===== src/rtl/video_rx_monitor_if.sv =====
// rtl/video_rx_monitor_if.sv - pixel stream and Avalon-MM register bus bundle for video_rx_monitor
interface video_rx_monitor_if;
    logic [23:0] video_RGB_IN;
    logic        video_HD;
    logic        video_VD;
    logic        video_DEN;
    logic [2:0]  avs_address;
    logic        avs_read;
    logic        avs_write;
    logic [31:0] avs_writedata;
    logic [31:0] avs_readdata;
    logic        irq;

    modport master (
        output video_RGB_IN, video_HD, video_VD, video_DEN,
        output avs_address, avs_read, avs_write, avs_writedata,
        input  avs_readdata, irq
    );

    modport slave (
        input  video_RGB_IN, video_HD, video_VD, video_DEN,
        input  avs_address, avs_read, avs_write, avs_writedata,
        output avs_readdata, irq
    );
endinterface


===== src/rtl/video_rx_monitor.sv =====
// rtl/video_rx_monitor.sv - video stream geometry/signature monitor with register file
// Optional frame CRC-32 in register 7 when VIDEO_RX_MONITOR_CRC_EN is defined.
module video_rx_monitor #(
    parameter bit SYNC_ACTIVE_LOW = 1'b1,
    parameter int CNT_W           = 12
) (
    input  logic              clk_clk,
    input  logic              reset_reset_n,
    video_rx_monitor_if.slave bus
);

    typedef enum logic [1:0] {IDLE, SEEK, CAPTURE} state_t;

    localparam logic [31:0] CRC_INIT = 32'hFFFF_FFFF;

    function automatic logic [CNT_W-1:0] sat_inc(input logic [CNT_W-1:0] v);
        return (&v) ? v : v + CNT_W'(1);
    endfunction

`ifdef VIDEO_RX_MONITOR_CRC_EN
    function automatic logic [31:0] crc_step(input logic [31:0] c, input logic [23:0] d);
        logic [31:0] r;
        logic        fb;
        r = c;
        for (int i = 23; i >= 0; i--) begin
            fb = r[31] ^ d[i];
            r  = {r[30:0], 1'b0};
            if (fb) r = r ^ 32'h04C1_1DB7;
        end
        return r;
    endfunction
`endif

    // input stage
    logic [23:0] rgb_q;
    logic        hd_q, vd_q, den_q;
    logic        hd_act_d, vd_act_d;
    logic        hd_act, vd_act, hd_edge, vd_edge;

    // register file
    logic             enable, frame_done, error, locked, irq_en;
    logic [CNT_W-1:0] width_r, height_r, htotal_r, vtotal_r;
    logic [15:0]      frames_r;
    logic [31:0]      checksum_r;
    logic             have_prev;
    logic [31:0]      rd_mux;

    // frame accumulators
    state_t           state;
    logic [CNT_W-1:0] pix_cnt, ref_w, line_cnt, vtot_cnt, htot_cnt;
    logic [31:0]      sum;
    logic             frame_bad;

    logic             live, running, new_frame, frame_latch;
    logic             line_close, first_line, line_bad, bad_cl, lock_d;
    logic [CNT_W-1:0] ref_w_cl, line_cnt_cl, vtot_cl, pix_start;
    logic [31:0]      pix;
    logic             ctrl_wr;
    logic             unused_wdata;

`ifdef VIDEO_RX_MONITOR_CRC_EN
    logic [31:0] crc, crc_r, crc_start;
`endif

    assign hd_act  = hd_q ^ SYNC_ACTIVE_LOW;
    assign vd_act  = vd_q ^ SYNC_ACTIVE_LOW;
    assign hd_edge = hd_act & ~hd_act_d;
    assign vd_edge = vd_act & ~vd_act_d;

    assign ctrl_wr      = bus.avs_write && (bus.avs_address == 3'd0);
    assign unused_wdata = ^{bus.avs_writedata[31:5], bus.avs_writedata[3]};
    assign bus.irq      = frame_done & irq_en;

    // A coincident HD edge closes its line before the VD edge closes the frame,
    // so the frame latch uses the *_cl values rather than the registered ones.
    always_comb begin
        live        = enable && (state == CAPTURE);
        running     = live && !vd_edge;
        new_frame   = enable && vd_edge && (state == SEEK || state == CAPTURE);
        frame_latch = live && vd_edge;
        pix         = den_q ? {8'h00, rgb_q} : 32'h0;
        pix_start   = den_q ? CNT_W'(1) : '0;
        line_close  = live && hd_edge && (pix_cnt != '0);
        first_line  = (line_cnt == '0);
        line_bad    = line_close && !first_line && (pix_cnt != ref_w);
        ref_w_cl    = (line_close && first_line) ? pix_cnt : ref_w;
        line_cnt_cl = line_close ? sat_inc(line_cnt) : line_cnt;
        vtot_cl     = (live && hd_edge) ? sat_inc(vtot_cnt) : vtot_cnt;
        bad_cl      = frame_bad || line_bad;
        lock_d      = !bad_cl && have_prev && (ref_w_cl == width_r) && (line_cnt_cl == height_r);
    end

`ifdef VIDEO_RX_MONITOR_CRC_EN
    assign crc_start = den_q ? crc_step(CRC_INIT, rgb_q) : CRC_INIT;
`endif

    always_comb begin
        rd_mux = 32'h0;
        case (bus.avs_address)
            3'd0: rd_mux = {27'd0, irq_en, locked, error, frame_done, enable};
            3'd1: rd_mux = {{(32-CNT_W){1'b0}}, width_r};
            3'd2: rd_mux = {{(32-CNT_W){1'b0}}, height_r};
            3'd3: rd_mux = {{(32-CNT_W){1'b0}}, htotal_r};
            3'd4: rd_mux = {{(32-CNT_W){1'b0}}, vtotal_r};
            3'd5: rd_mux = {16'd0, frames_r};
            3'd6: rd_mux = checksum_r;
`ifdef VIDEO_RX_MONITOR_CRC_EN
            3'd7: rd_mux = crc_r;
`else
            3'd7: rd_mux = 32'h0;
`endif
            default: rd_mux = 32'h0;
        endcase
    end

    always_ff @(posedge clk_clk or negedge reset_reset_n) begin
        if (!reset_reset_n) begin
            rgb_q    <= '0;
            hd_q     <= 1'b0;
            vd_q     <= 1'b0;
            den_q    <= 1'b0;
            hd_act_d <= 1'b0;
            vd_act_d <= 1'b0;
        end else begin
            rgb_q    <= bus.video_RGB_IN;
            hd_q     <= bus.video_HD;
            vd_q     <= bus.video_VD;
            den_q    <= bus.video_DEN;
            hd_act_d <= hd_act;
            vd_act_d <= vd_act;
        end
    end

    always_ff @(posedge clk_clk or negedge reset_reset_n) begin
        if (!reset_reset_n) begin
            state            <= IDLE;
            enable           <= 1'b0;
            frame_done       <= 1'b0;
            error            <= 1'b0;
            locked           <= 1'b0;
            irq_en           <= 1'b0;
            have_prev        <= 1'b0;
            width_r          <= '0;
            height_r         <= '0;
            htotal_r         <= '0;
            vtotal_r         <= '0;
            frames_r         <= '0;
            checksum_r       <= '0;
            bus.avs_readdata <= '0;
            pix_cnt          <= '0;
            ref_w            <= '0;
            line_cnt         <= '0;
            vtot_cnt         <= '0;
            htot_cnt         <= '0;
            sum              <= '0;
            frame_bad        <= 1'b0;
`ifdef VIDEO_RX_MONITOR_CRC_EN
            crc              <= '0;
            crc_r            <= '0;
`endif
        end else begin
            if (ctrl_wr) begin
                enable <= bus.avs_writedata[0];
                irq_en <= bus.avs_writedata[4];
            end
            // sticky status: a set event beats a same-cycle W1C
            if (frame_latch)
                frame_done <= 1'b1;
            else if (ctrl_wr && bus.avs_writedata[1])
                frame_done <= 1'b0;
            if (line_bad)
                error <= 1'b1;
            else if (ctrl_wr && bus.avs_writedata[2])
                error <= 1'b0;

            if (bus.avs_read)
                bus.avs_readdata <= rd_mux;

            if (!enable) begin
                state <= IDLE;
            end else begin
                case (state)
                    IDLE:    state <= SEEK;
                    SEEK:    if (vd_edge) state <= CAPTURE;
                    CAPTURE: state <= CAPTURE;
                    default: state <= IDLE;
                endcase
            end

            if (!enable)
                locked <= 1'b0;
            else if (frame_latch)
                locked <= lock_d;

            if (frame_latch) begin
                width_r    <= ref_w_cl;
                height_r   <= line_cnt_cl;
                vtotal_r   <= vtot_cl;
                checksum_r <= sum;
                frames_r   <= frames_r + 16'd1;
                have_prev  <= 1'b1;
`ifdef VIDEO_RX_MONITOR_CRC_EN
                crc_r      <= crc;
`endif
            end

            if (live && hd_edge)
                htotal_r <= htot_cnt;
            htot_cnt <= (enable && state != IDLE) ? (hd_edge ? CNT_W'(1) : sat_inc(htot_cnt)) : '0;

            // a DEN cycle on the frame edge seeds the new frame
            if (new_frame)
                pix_cnt <= pix_start;
            else if (running)
                pix_cnt <= hd_edge ? pix_start : (den_q ? sat_inc(pix_cnt) : pix_cnt);
            else
                pix_cnt <= '0;

            ref_w     <= running ? ref_w_cl : '0;
            line_cnt  <= running ? line_cnt_cl : '0;
            vtot_cnt  <= running ? vtot_cl : '0;
            frame_bad <= running ? bad_cl : 1'b0;
            sum       <= new_frame ? pix : (running ? sum + pix : 32'h0);
`ifdef VIDEO_RX_MONITOR_CRC_EN
            if (new_frame)
                crc <= crc_start;
            else if (running)
                crc <= den_q ? crc_step(crc, rgb_q) : crc;
            else
                crc <= CRC_INIT;
`endif
        end
    end

endmodule


===== src/flat_wrapper.sv =====
// flat-port wrapper written by rule: the top's interface ports become plain ports
module video_rx_monitor_flat 
#(
    parameter bit SYNC_ACTIVE_LOW = 1'b1,
    parameter int CNT_W           = 12
)
  (clk_clk, reset_reset_n, bus_video_RGB_IN, bus_video_HD, bus_video_VD, bus_video_DEN, bus_avs_address, bus_avs_read, bus_avs_write, bus_avs_writedata, bus_avs_readdata, bus_irq);
  video_rx_monitor_if bus_i ();
  input  logic clk_clk;
  input  logic reset_reset_n;
  input wire logic [$bits(bus_i.video_RGB_IN)-1:0] bus_video_RGB_IN;
  input wire logic [$bits(bus_i.video_HD)-1:0] bus_video_HD;
  input wire logic [$bits(bus_i.video_VD)-1:0] bus_video_VD;
  input wire logic [$bits(bus_i.video_DEN)-1:0] bus_video_DEN;
  input wire logic [$bits(bus_i.avs_address)-1:0] bus_avs_address;
  input wire logic [$bits(bus_i.avs_read)-1:0] bus_avs_read;
  input wire logic [$bits(bus_i.avs_write)-1:0] bus_avs_write;
  input wire logic [$bits(bus_i.avs_writedata)-1:0] bus_avs_writedata;
  output wire logic [$bits(bus_i.avs_readdata)-1:0] bus_avs_readdata;
  output wire logic [$bits(bus_i.irq)-1:0] bus_irq;
  assign bus_i.video_RGB_IN = bus_video_RGB_IN;
  assign bus_i.video_HD = bus_video_HD;
  assign bus_i.video_VD = bus_video_VD;
  assign bus_i.video_DEN = bus_video_DEN;
  assign bus_i.avs_address = bus_avs_address;
  assign bus_i.avs_read = bus_avs_read;
  assign bus_i.avs_write = bus_avs_write;
  assign bus_i.avs_writedata = bus_avs_writedata;
  assign bus_avs_readdata = bus_i.avs_readdata;
  assign bus_irq = bus_i.irq;
  video_rx_monitor #(.SYNC_ACTIVE_LOW(SYNC_ACTIVE_LOW), .CNT_W(CNT_W)) u_core (.clk_clk(clk_clk), .reset_reset_n(reset_reset_n), .bus(bus_i));
endmodule

===== config.mk =====
export PLATFORM = sky130hd
export DESIGN_NAME = video_rx_monitor_flat
export DESIGN_NICKNAME = d
export VERILOG_FILES = /design/src/rtl/video_rx_monitor_if.sv /design/src/rtl/video_rx_monitor.sv /design/src/flat_wrapper.sv
export SDC_FILE = /design/constraint.sdc
export NUM_CORES = 1
export LEC_CHECK = 0
export ABC_AREA = 1
export BUFFER_PORTS_ARGS = -buffer_cell sky130_fd_sc_hd__buf_2
export CAP_MARGIN = 10
export CORE_MARGIN = 1.5
export CORE_UTILIZATION = 55
export DETAILED_ROUTE_END_ITERATION = 10
export MAX_ROUTING_LAYER = met4
export PLACE_DENSITY_LB_ADDON = 0.12
export SLEW_MARGIN = 20
export SYNTH_ARGS = -nofsm -noshare
export SYNTH_HDL_FRONTEND = slang
export SYNTH_SLANG_ARGS = --single-unit

===== constraint.sdc =====
create_clock -name clk_clk -period 2.5 [get_ports clk_clk]
set_clock_uncertainty 0.1 [all_clocks]
set_input_delay 0.375 -clock clk_clk [delete_from_list [all_inputs] [get_ports clk_clk]]
set_output_delay 0.375 -clock clk_clk [all_outputs]
set_load 0.005 [all_outputs]

==> flow_metrics.env, run 1 <==
export IMPL_outcome="completed"
export IMPL_slew_viol_final=0
export IMPL_syn_inst=1697
export IMPL_setup_worst_path_start_class="register"
export IMPL_period_share=0.983
export IMPL_critPathKind="reg2reg"
export IMPL_drt_total_wl_um=36500
export IMPL_powerDensity_mw_per_mm2=735
export IMPL_synth_flop_cell="dfrtp_1"
export IMPL_cp_slowest_cell="dfrtp_2"
export IMPL_cp_slowest_stage_delay_ns=0.44
export IMPL_post_dp_cell_area_mm2=0.0149
export IMPL_maxUsedRoutingLayer="met4"
export IMPL_firstDrtPassIters=6
export IMPL_ys_seq_area_frac=0.482
export IMPL_grt_use_total=0.290
export IMPL_syn_area_mm2=0.0134
export IMPL_antenna_found_initial=1
export IMPL_synth_seq_cells=258
export IMPL_grt_pass1_vias=11323
export IMPL_crit_fanout=19
export IMPL_tritoncts="yes"
export IMPL_vias=12366
export IMPL_die_height_um=159
export IMPL_p_leak_nw=8.25
export IMPL_die_area_mm2=0.0253
export IMPL_synth_edff_count=0
export IMPL_grt_max_degree=103
export IMPL_clockBufferDepth=3
export IMPL_design_area_mm2=0.0169
export IMPL_drtAntennaViolNets=0
export IMPL_wl_met3_um=3010
export IMPL_insertion_delay_ns=0.55
export IMPL_detail_route_wl_per_cell_um=16.2
export IMPL_worstPathArrival_ns=2.84
export IMPL_drtIter0Drc=1195
export IMPL_hold_class="in2reg"
export IMPL_dr_wl_met2_um=15900
export IMPL_synth_top_area_share=0.482
export IMPL_clk_pin_slew_worst_paths_ns=0.06
export IMPL_drive_gt1_frac=0.200
export IMPL_portBuffers=70
export IMPL_synthesis_nets=1798
export IMPL_hold_viol=0
export IMPL_postSynthAreaPerCell_um2=7.89
export IMPL_required_ns=2.88
export IMPL_end_kind="register"
export IMPL_ys_warn_count=0
export IMPL_path_buf_inv=6
export IMPL_path_delay_family="buffers and inverters"
export IMPL_grt_setup_unrepaired="yes"
export IMPL_yosysTopAreaCell="dfrtp_1"
export IMPL_ys_types=49
export IMPL_path_cells="buf_8 > nand2_1 > inv_1 > ha_4 > buf_4 > nand2_1 > nor2_2 > inv_2 > o21ai_1 > inv_1 > buf_4 > nor2_2 > a21oi_2 > nand3_1 > nand2_1 > nor2_2"
export IMPL_gp_congestion=0.937
export IMPL_gr_total_overflow=0
export IMPL_ir_drop_uv=591
export IMPL_floorplan_core_area_mm2=0.0237
export IMPL_setup_viol=0
export IMPL_initial_core_util=0.565
export IMPL_synth_top_cells_by_area="dfrtp_1, nand2_1, inv_1"
export IMPL_fp_row_count=56
export IMPL_dp_hpwl_um=25400
export IMPL_area_growth_syn_to_layout_pct=26.4
export IMPL_worstMarginPinSlew_ns=0.757
export IMPL_max_freq_mhz=407
export IMPL_cts_sinks=258
export IMPL_die_w_um=159
export IMPL_drc=0
export IMPL_wl_met1_um=16900
export IMPL_cts_inserted_buffers=28
export IMPL_nNetsFinal=2009
export IMPL_min_period_ns=2.46
export IMPL_via_per_inst=5.50
export IMPL_cts_root_buffer="clkbuf_16"
export IMPL_pin_count=99
export IMPL_async_reset_ff_frac=1.00
export IMPL_grt_pass1_wl_um=58000
export IMPL_h_tree_depth=1
export IMPL_max_cap_violations=0
export IMPL_fin_util=0.714
export IMPL_max_slew_margin_rel=0.495
[area by class of cell]
type                            instances  area, um^2
Clock buffer                           38         810
Clock inverter                         13         201
Sequential cell                       258        6460
Inverter                              219         827
Antenna cell                            1        2.50
Timing Repair Buffer                  234        1780
Tap cell                              319         399
Fill cell                            1846        6770
Multi-Input combinational cell       1167        6430
[cells in the mapped netlist, types with 4 or more instances]
cell type    n
buf_1        8
a31oi_1      7
a21o_1       7
nor4_1       4
inv_1      214
nand3_1    117
mux2_2      12
a21oi_1     66
inv_2        4
ha_1        34
or2_2        5
nand3b_1     5
nor2_2       4
xor2_1      25
buf_4        4
o211ai_1     6
o22ai_1     20
a221oi_1     7
buf_2        6
nand2_1    444
clkbuf_1    34
a22oi_1      4
nor2_1     146
o21ai_0    155
o2111ai_1    6
nor3_1      20
dfrtp_1    258
xnor2_1     14
nand4_1     32
[metrics by stage]
stage	total power [W]	setup TNS, ns	worst slack [ns]	instances	hold slack (ns)
after detailed placement	0.00762	-0.570	-0.125	2158	0.300
after floorplan	0.00650	0	0.00105	1697	-0.0206
after global routing	0.0130	-0.510	-0.120	2249	0.0324
final	0.0124	0	0.0427	2249	0.0319
after CTS	0.0122	-0.0103	-0.00815	2238	0.00144
after global placement	0.00756	-0.161	-0.0723	2158	0.291
[registers in the layout, summed over array words and instances (netlist names), 2 cells and up]
register / cells
u_core.bus.avs_readdata: 32
u_core.checksum_r: 32
u_core.frames_r: 16
u_core.height_r: 12
u_core.htot_cnt: 12
u_core.htotal_r: 12
u_core.line_cnt: 12
u_core.pix_cnt: 12
u_core.ref_w: 12
u_core.rgb_q: 24
u_core.state: 2
u_core.sum: 32
u_core.vtot_cnt: 12
u_core.vtotal_r: 12
u_core.width_r: 12
[tightest hold or removal path, stage by stage]
cell	delay, ns
buf_2	0.08
nand3_1	0.08
nand2_1	0.07
nand2_1	0.05
[power by group]
group	switching, W	internal, W	total (W)
logic	0.00174	0.00118	0.00292
registers	0.000372	0.00464	0.00501
clock network	0.00172	0.00278	0.00450
[cell families after synthesis]
| group | count (synthesis) | synth area share |
|---|---|---|
| buffers and inverters | 272 | 0.0781 |
| muxes | 13 | 0.0108 |
| DFF | 258 | 0.482 |
| xor gates and xnor gates | 39 | 0.0255 |
| adders and majority gates | 35 | 0.0333 |
| AOI/OAI and AO/OA | 292 | 0.121 |
| and+or+nand+nor | 788 | 0.249 |
[cells in the final DEF (no fill, tap or decap), types with 7 or more instances in the layout]
cell type / netlist / final
a21o_1: 7 / 7
a21oi_1: 66 / 51
a21oi_2: 1 / 13
buf_12: 0 / 7
buf_2: 6 / 69
buf_4: 4 / 121
clkbuf_16: 0 / 29
dfrtp_1: 258 / 257
dlygate4sd3_1: 0 / 30
ha_1: 34 / 17
ha_4: 0 / 16
inv_1: 214 / 203
inv_2: 4 / 13
mux2_2: 12 / 12
nand2_1: 444 / 425
nand2_2: 1 / 15
nand3_1: 117 / 111
nand4_1: 32 / 32
nor2_1: 146 / 132
nor2_2: 4 / 16
nor3_1: 20 / 18
o21ai_0: 155 / 142
o21ai_1: 3 / 9
o22ai_1: 20 / 20
xnor2_1: 14 / 13
xor2_1: 25 / 25
[layer usage]
metal,track usage,up-vias
met4,0.0557,0
met5,-,-
met1,0.428,5905
met2,0.422,445
met3,0.0534,59
li1,-,5957
[what timing repair did]
item | in CTS | in global routing
endpoints found under the setup margin | 15 | 23
gates resized for setup | 13 | 126
setup buffers | 0 | 10
cloned | 0 | 0
hold endpoints to repair | 92 | 1
pin swaps | 3 | 32
hold buffers | 29 | 1
[final timing paths]
check                                        from  cells after the start                                       to  slack, ns
setup / recovery           u_core.den_q$_DFF_PN0_                     16                 u_core.sum[29]$_DFF_PN0_       0.04
hold / removal               bus_avs_writedata[2]                      4                 u_core.error$_DFFE_PN0P_       0.03
setup reg to reg           u_core.den_q$_DFF_PN0_                     16                 u_core.sum[29]$_DFF_PN0_       0.04
hold reg to reg             u_core.vd_q$_DFF_PN0_                      1                u_core.vd_act_d$_DFF_PN0_       0.33
max in group asynchronous           reset_reset_n                      3  u_core.bus.avs_readdata[16]$_DFFE_PN0P_       1.26
min in group asynchronous           reset_reset_n                      2             u_core.line_cnt[0]$_DFF_PN0_       0.27
(Power assumes the default switching activity.)
==> run 2, diff against run 1 <==
--- a/config.mk
+++ b/config.mk
@@ -11,9 +11,11 @@
 export CORE_MARGIN = 1.5
 export CORE_UTILIZATION = 55
 export DETAILED_ROUTE_END_ITERATION = 10
+export GPL_TIMING_DRIVEN = 0
 export MAX_ROUTING_LAYER = met4
 export PLACE_DENSITY_LB_ADDON = 0.12
 export SLEW_MARGIN = 20
 export SYNTH_ARGS = -nofsm -noshare
 export SYNTH_HDL_FRONTEND = slang
 export SYNTH_SLANG_ARGS = --single-unit
+export TNS_END_PERCENT = 5
==> flow_metrics.env, run 2 (synthesis results as in run 1) <==
export IMPL_gr_total_overflow=0
export IMPL_period_share=1.02
export IMPL_critPathKind="reg2reg"
export IMPL_vias=12428
export IMPL_portBuffers=69
export IMPL_hold_viol=0
export IMPL_grt_pass1_wl_um=62200
export IMPL_tns_ns=-0.104
export IMPL_worstMarginPinSlew_ns=0.962
export IMPL_post_dp_cell_area_mm2=0.0142
export IMPL_max_slew_margin_rel=0.354
export IMPL_fin_ws_ns=-0.0581
export IMPL_firstDrtPassIters=5
export IMPL_die_area_mm2=0.0253
export IMPL_violations="negative setup slack"
export IMPL_drt_total_wl_um=39700
export IMPL_power_frac_clock=0.352
export IMPL_fp_row_count=56
export IMPL_setup_worst_path_start_class="register"
export IMPL_cts_inserted_buffers=28
export IMPL_ir_drop_uv=647
export IMPL_detail_route_wl_per_cell_um=18.0
export IMPL_die_w_um=159
export IMPL_path_cells="buf_8 > nand2_1 > inv_1 > ha_4 > a21oi_1 > o21ai_0 > a21oi_1 > nand2_2 > a21o_1 > or2_4 > nand3_2 > nand2_2"
export IMPL_layout_commonest_cell="nand2_1"
export IMPL_via_per_inst=5.63
export IMPL_die_height_um=159
export IMPL_seqPwrFrac=0.410
export IMPL_p_leak_nw=7.92
export IMPL_area_growth_syn_to_layout_pct=23.9
export IMPL_grt_max_degree=81
export IMPL_hold_class="in2reg"
export IMPL_slew_viol_final=0
export IMPL_floorplan_core_area_mm2=0.0237
export IMPL_tritoncts="yes"
export IMPL_design_area_mm2=0.0166
export IMPL_reg_top3="u_core.bus.avs_readdata: 32 flops, u_core.checksum_r: 32 flops, u_core.sum: 32 flops"
export IMPL_max_cap_violations=0
export IMPL_end_kind="register"
export IMPL_path_buf_inv=2
export IMPL_initial_core_util=0.565
export IMPL_maxUsedRoutingLayer="met4"
export IMPL_cp_slowest_cell="dfrtp_2"
export IMPL_net_switching_power_w=0.00396
export IMPL_drtAntennaViolNets=0
export IMPL_min_period_ns=2.56
export IMPL_reg2reg_slack_ns=-0.06
export IMPL_diodes=0
export IMPL_cts_root_buffer="clkbuf_16"
export IMPL_antenna_found_initial=0
export IMPL_combPwrFrac=0.238
export IMPL_cts_sinks=258
export IMPL_dr_wl_met2_um=17300
export IMPL_path_delay_family="compound AO/OA/AOI/OAI gates"
export IMPL_pin_count=99
export IMPL_wl_met3_um=3530
export IMPL_outcome="finished, violations left"
export IMPL_setup_viol=3
export IMPL_drive_gt1_frac=0.169
export IMPL_intPower_w=0.00839
export IMPL_crit_fanout=6
export IMPL_powerDensity_mw_per_mm2=745
export IMPL_worstPathArrival_ns=2.90
export IMPL_required_ns=2.84
export IMPL_num_fill_cells=1980
export IMPL_gp_congestion=0.955
export IMPL_insertion_delay_ns=0.55
export IMPL_clockBufferDepth=3
export IMPL_max_freq_mhz=391
export IMPL_drtIter0Drc=1197
export IMPL_final_cell_mix="nand2_1, dfrtp_1, inv_1"
export IMPL_cp_slowest_stage_delay_ns=0.49
export IMPL_nNetsFinal=1968
export IMPL_dp_hpwl_um=28300
export IMPL_grt_setup_unrepaired="yes"
export IMPL_grt_pass1_vias=11743
export IMPL_wl_met1_um=17800
export IMPL_swShare=0.321
export IMPL_clk_pin_slew_worst_paths_ns=0.06
export IMPL_drc=0
export IMPL_h_tree_depth=1
export IMPL_grt_use_total=0.319
run 2: cell types whose count changed in the layout (fill, tap and decap cells not counted), sizes merged:
cell,previous run,this run
buf,204,129
clkbuf,38,75
diode,1,0
bufinv,5,3
clkinvlp,2,3
inv,219,218
run 2: metal layers:
layer | vias to the layer above | GRT usage
met5 | - | -
met4 | 0 | 0.0836
met3 | 81 | 0.0521
met2 | 500 | 0.470
met1 | 5963 | 0.461
li1 | 5884 | -
run 2: power groups by stage:
stage	Sequential (W)	Combinational [W]	Clock (W)
after floorplan	0.00493	0.00157	0
after global placement	0.00506	0.00229	0
after detailed placement	0.00507	0.00235	0
after CTS	0.00501	0.00250	0.00440
after global routing	0.00510	0.00324	0.00457
final	0.00506	0.00294	0.00435
run 2: final cells by class:
type | count | area, um^2 | area share
multi-input cells | 1167 | 6520 | 0.393
flip-flops and latches | 258 | 6460 | 0.390
repair buffers | 141 | 1110 | 0.0668
clock buffers | 41 | 841 | 0.0507
inverters | 219 | 827 | 0.0499
well taps | 319 | 399 | 0.0241
plain buffers | 52 | 280 | 0.0169
clock inverters | 11 | 145 | 0.00876
run 2: metrics by stage:
| step | total power, W | setup slack, ns | cells | hold WS [ns] | utilization |
|---|---|---|---|---|---|
| floorplan | 0.00650 | -0.0395 | 1697 | -0.0206 | - |
| global placement | 0.00735 | -3.67 | 2085 | 0.314 | 0.597 |
| detailed placement | 0.00743 | -0.825 | 2088 | 0.189 | 0.601 |
| CTS | 0.0119 | -0.00822 | 2176 | 0.000939 | 0.666 |
| global route | 0.0129 | -0.152 | 2208 | 0.0304 | 0.700 |
| finish | 0.0123 | -0.0581 | 2208 | 0.0245 | 0.700 |
run 2: worst paths after layout:
path,start,to,cells past startpoint
max,u_core.den_q$_DFF_PN0_,u_core.sum[20]$_DFF_PN0_,12
min,bus_avs_writedata[0],u_core.enable$_DFFE_PN0P_,3
max reg2reg,u_core.den_q$_DFF_PN0_,u_core.sum[20]$_DFF_PN0_,12
min reg2reg,u_core.vd_q$_DFF_PN0_,u_core.vd_act_d$_DFF_PN0_,1
max in group asynchronous,reset_reset_n,u_core.checksum_r[17]$_DFFE_PN0P_,4
min in group asynchronous,reset_reset_n,u_core.line_cnt[7]$_DFF_PN0_,2
run 2: tightest hold or removal path, cell delays in order:
cell and delay (ns):
buf_2 0.12, nor2_1 0.09, a21oi_1 0.05
run 2: timing repair:
item	CTS	global route
endpoints found under the setup margin	33	38
resized for setup	52	133
hold endpoints to repair	74	0
gates cloned	0	4
pin swaps	9	35
hold buffers	30	0
buffers inserted	7	28
